**src/rtl/fifo_wr_arbiter.sv**
```systemverilog
// rtl/fifo_wr_arbiter.sv - round-robin arbiter sharing one FIFO write port among NREQ requesters
module fifo_wr_arbiter #(
  parameter int NREQ       = 4,
  parameter int DATA_WIDTH = 8,
  parameter int BURST_MAX  = 4,
  localparam int GNT_W     = $clog2(NREQ),
  localparam int CNT_W     = $clog2(BURST_MAX) + 1
) (
  input  logic                       wclk,
  input  logic                       wrst_n,
  input  logic [NREQ-1:0]            req,
  input  logic [NREQ*DATA_WIDTH-1:0] req_data,
  input  logic [NREQ-1:0]            req_last,
  output logic [NREQ-1:0]            ack,
  input  logic                       full,
  output logic                       fifo_wen,
  output logic [DATA_WIDTH-1:0]      fifo_wdata,
  output logic                       grant_valid,
  output logic [GNT_W-1:0]           grant_id
);

  typedef enum logic {IDLE = 1'b0, XFER = 1'b1} state_t;

  localparam logic [CNT_W-1:0] LAST_CNT = CNT_W'(BURST_MAX - 1);
  localparam logic [GNT_W-1:0] TOP_GNT  = GNT_W'(NREQ - 1);

  state_t           state_q, state_d;
  logic [GNT_W-1:0] gnt_q, gnt_d;
  logic [GNT_W-1:0] rr_ptr_q, rr_ptr_d;
  logic [CNT_W-1:0] beat_cnt_q, beat_cnt_d;

  logic             found;
  logic [GNT_W-1:0] pick;
  logic             req_gnt;
  logic             last_gnt;
  logic [GNT_W-1:0] gnt_next;

  // Register the FSM state, grant, priority pointer and beat count.
  always_ff @(posedge wclk or negedge wrst_n) begin
    if (!wrst_n) begin
      state_q    <= IDLE;
      gnt_q      <= '0;
      rr_ptr_q   <= '0;
      beat_cnt_q <= '0;
    end else begin
      state_q    <= state_d;
      gnt_q      <= gnt_d;
      rr_ptr_q   <= rr_ptr_d;
      beat_cnt_q <= beat_cnt_d;
    end
  end

  // Round-robin search: first set request at or after rr_ptr, wrapping modulo NREQ.
  // Scanning from the far end down lets the nearest hit win without a break.
  always_comb begin
    int idx;
    idx   = 0;
    found = 1'b0;
    pick  = '0;
    for (int k = NREQ - 1; k >= 0; k--) begin
      idx = int'(rr_ptr_q) + k;
      if (idx >= NREQ) idx = idx - NREQ;
      if (req[idx]) begin
        found = 1'b1;
        pick  = GNT_W'(idx);
      end
    end
  end

  // Per-granted-requester views of req and req_last, plus the successor index.
  always_comb begin
    req_gnt  = 1'b0;
    last_gnt = 1'b0;
    for (int i = 0; i < NREQ; i++) begin
      if (gnt_q == GNT_W'(i)) begin
        req_gnt  = req[i];
        last_gnt = req_last[i];
      end
    end
    gnt_next = (gnt_q == TOP_GNT) ? '0 : gnt_q + 1'b1;
  end

  // Next-state: arbitrate in IDLE; in XFER count beats and release on last, burst limit or withdrawal.
  always_comb begin
    state_d    = state_q;
    gnt_d      = gnt_q;
    rr_ptr_d   = rr_ptr_q;
    beat_cnt_d = beat_cnt_q;
    case (state_q)
      IDLE: begin
        if (found) begin
          state_d    = XFER;
          gnt_d      = pick;
          beat_cnt_d = '0;
        end
      end
      XFER: begin
        if (!req_gnt) begin
          state_d  = IDLE;
          rr_ptr_d = gnt_next;
        end else if (fifo_wen) begin
          beat_cnt_d = beat_cnt_q + 1'b1;
          if (last_gnt || (beat_cnt_q == LAST_CNT)) begin
            state_d  = IDLE;
            rr_ptr_d = gnt_next;
          end
        end
      end
      default: state_d = IDLE;
    endcase
  end

  // Outputs: writes only in XFER, gated by full locally so overflow never depends on the FIFO.
  always_comb begin
    grant_valid = (state_q == XFER);
    grant_id    = grant_valid ? gnt_q : '0;
    fifo_wen    = grant_valid & req_gnt & ~full;
    ack         = '0;
    fifo_wdata  = '0;
    for (int i = 0; i < NREQ; i++) begin
      if (grant_valid && (gnt_q == GNT_W'(i))) begin
        ack[i]     = fifo_wen;
        fifo_wdata = req_data[i*DATA_WIDTH +: DATA_WIDTH];
      end
    end
  end

endmodule

```
**config.mk**
```make
export PLATFORM = sky130hd
export DESIGN_NAME = fifo_wr_arbiter
export DESIGN_NICKNAME = d
export VERILOG_FILES = /design/src/rtl/fifo_wr_arbiter.sv
export SDC_FILE = /design/constraint.sdc
export NUM_CORES = 1
export LEC_CHECK = 0
export BUFFER_PORTS_ARGS = -buffer_cell sky130_fd_sc_hd__buf_2
export CAP_MARGIN = 25
export CORE_MARGIN = 4
export CORE_UTILIZATION = 46
export CTS_CLUSTER_SIZE = 16
export DETAILED_ROUTE_END_ITERATION = 8
export PLACE_DENSITY = 0.85
export SLEW_MARGIN = 30
export SYNTH_ARGS = -nofsm -noshare
export SYNTH_HDL_FRONTEND = slang
export SYNTH_SLANG_ARGS = --single-unit
```
**constraint.sdc**
```tcl
create_clock -name wclk -period 3.25 [get_ports wclk]
set_input_delay 0.8125 -clock wclk [delete_from_list [all_inputs] [get_ports wclk]]
set_output_delay 0.8125 -clock wclk [all_outputs]
set_load 0.05 [all_outputs]
```
==> qor.yml <==
critPathLaunchType: "flip-flop"
core_region_area_um2: 1980
syn_area_per_cell_um2: 7.20
p_comb_share_pct: 80.5
postCtsHoldBufs: 0
yosys.cell_types.count: 29
grt_pass1_wl_mm: 4.30
setup_viol: 0
dieArea_um2: 2910
ys_ff_latch: 8
grt_setup_unrepaired: "no"
antenna_found_initial: 0
nets: 245
track_usage_pct: 20.0
layout_commonest_cell: "buf_2"
max_freq_mhz: 326
max_cap_viol_count: 0
initial_core_util_pct: 49.1
clock_sinks: 8
fin_crit_ps: 3070
worstSkewPairLatency_ps: 250
drive_above_1_share_pct: 42.3
post_drt_wl_per_cell_um: 12.8
htree_levels: 1
max_slew_margin_pct: 68.9
drt_pass1_iterations: 4
viasPerCell: 5.27
clock_path_buffers: 2
finalHoldViolCount: 0
fin_area_um2: 1340
synthesis.nets: 184
grt_max_degree: 21
row_count: 16
layout_setup_ws_ps: 179
final.setup_skew_ps: 4.54
drv_slew: 0
areaGrowthSynthToFinish_pct: 37.8
seqPwrFrac_pct: 14.4
p_int_mw: 0.575
powerDensity_nw_per_um2: 1030
drtIter0Drc: 24
grt_remaining_overflow: 0
place_area_um2: 1300
p_switching_mw: 0.804
grt_pass1_vias: 1049
vdd_ir_drop_max_mv: 0.673
tns_ps: 0
ant_nets: 0
post-dp-hpwl_mm: 2.33
chipHeight_um: 54.0
antennaDiodeCount: 0
cts_buffers: 3
crit_required_ps: 2440
gp_congestion: 0.808
synth-seq-area-share_pct: 20.6
preCtsSetupSlack_ps: 136
syn_area_um2: 972
fin_crit_sh_pct: 94.5
arrival_ps: 2260
critPathKind: "reg -> out"
drc: 0
num_vias: 1165
die_w_um: 54.0
leakagePower_nw: 0.669
ios: 59
yosys_warnings: 0
cts_root_buf: "clkbuf_4"
cts_tree: "done"
p_sw_share_pct: 58.3
critPathCaptureType: "primary output"
worst_pin_slew_ps: 463
wirelength_mm: 2.82
final_cell_mix: "buf_2, nand2_1, a21oi_1"
hold_class: "in -> async"
status: "finished, final reports clean"
pwr-share-clk_pct: 5.1
path_clk_slew_ps: 50
postSynthCellCount: 135
portBuffers: 58
worstPathMaxFanout: 8
## cell usage after synthesis
master	instances	area, um2
o21ai_1	1	5.00
o221ai_1	1	8.76
and2_2	4	30.0
nor4_4	1	21.3
nand2_1	25	93.8
dfrtp_1	8	200
clkbuf_1	8	30.0
mux2_2	3	33.8
a2111oi_4	1	27.5
ha_1	6	75.1
o32a_2	1	11.3
o21ai_0	14	70.1
and3b_2	1	10.0
or2b_2	1	8.76
and2_1	8	50.1
a2bb2oi_1	1	8.76
nand3b_1	8	60.1
o31ai_1	1	7.51
xnor2_1	1	8.76
nor2_1	4	15.0
nor2b_1	2	12.5
o211ai_2	1	12.5
nor3b_1	1	7.51
mux2i_1	1	10.0
inv_1	7	26.3
or2_1	1	6.26
nor4_1	1	6.26
a21oi_1	22	110
nor3_1	1	5.00
## worst max-delay path: stages, from the launching register on
cell and delay, ps:
dfrtp_2 400, inv_1 100, ha_1 230, and3b_2 240
a2111oi_4 410, nor4_4 70, buf_4 170, and2_2 180
buf_2 200
## worst paths after layout
path,from,to,slack [ps],cells past startpoint
max,gnt_q[0],ack[2],180,8
min,wrst_n,beat_cnt_q[0],390,1
max reg2reg,gnt_q[0],rr_ptr_q[1],1090,7
min reg2reg,beat_cnt_q[2],beat_cnt_q[2],530,2
max in group asynchronous,wrst_n,gnt_q[0],2680,1
min in group wclk,beat_cnt_q[2],beat_cnt_q[2],530,2
## registers in the layout, indices dropped and copies added (netlist names)
signal and cells:
gnt_q 2, grant_valid 1, beat_cnt_q 3, rr_ptr_q 2
## power groups by stage
| stage | Clock, mW | Sequential, mW | Combinational, mW |
|---|---|---|---|
| after detailed placement | 0 | 0.198 | 1.09 |
| after CTS | 0.0768 | 0.196 | 1.10 |
| after floorplan | 0 | 0.196 | 0.845 |
| after global routing | 0.0832 | 0.208 | 1.21 |
| after global placement | 0 | 0.191 | 1.06 |
| final | 0.0709 | 0.198 | 1.11 |
## repair_timing
item                                    4_1_cts  5_1_grt
endpoints found under the setup margin        0        5
resized for setup                             0        2
setup buffers                                 0        2
## metal layers
metal,vias to the layer above,global-route usage [%],routed length [um]
li1,585,-,-
met1,521,21.3,1070
met2,56,38.9,1410
met3,3,2.49,315
met4,0,8.30,29
met5,-,0,0
## logic make-up (layout without fill, tap and decap cells)
group	count (synthesis)	after routing	share of synthesized area (%)
AND/OR/NAND/NOR	58	58	33.6
flip-flops	8	8	20.6
adder cells (fa/ha/maj)	6	6	7.72
XOR/XNOR	1	1	0.901
AO/OA/AOI/OAI	43	43	26.9
multiplexers	4	4	4.50
buffers and inverters	15	74	5.79
## area by class of cell
type / instances / area, um2
timing repair buffer: 64 / 335
clock buffer: 3 / 22.5
sequential: 8 / 201
fill: 174 / 642
multi-input combinational: 112 / 721
tap: 27 / 33.8
inverter: 7 / 26.3
## metrics by stage
step	hold WS (ps)	total power, mW	std cells	utilization [%]
2_1_floorplan	499	1.04	135	-
3_3_place_gp	512	1.26	216	65.4
3_5_place_dp	530	1.29	216	65.4
4_1_cts	382	1.37	219	66.5
5_1_grt	379	1.50	221	67.6
6_report	391	1.38	221	67.6
Note: power is estimated with default switching activity, not from simulation.
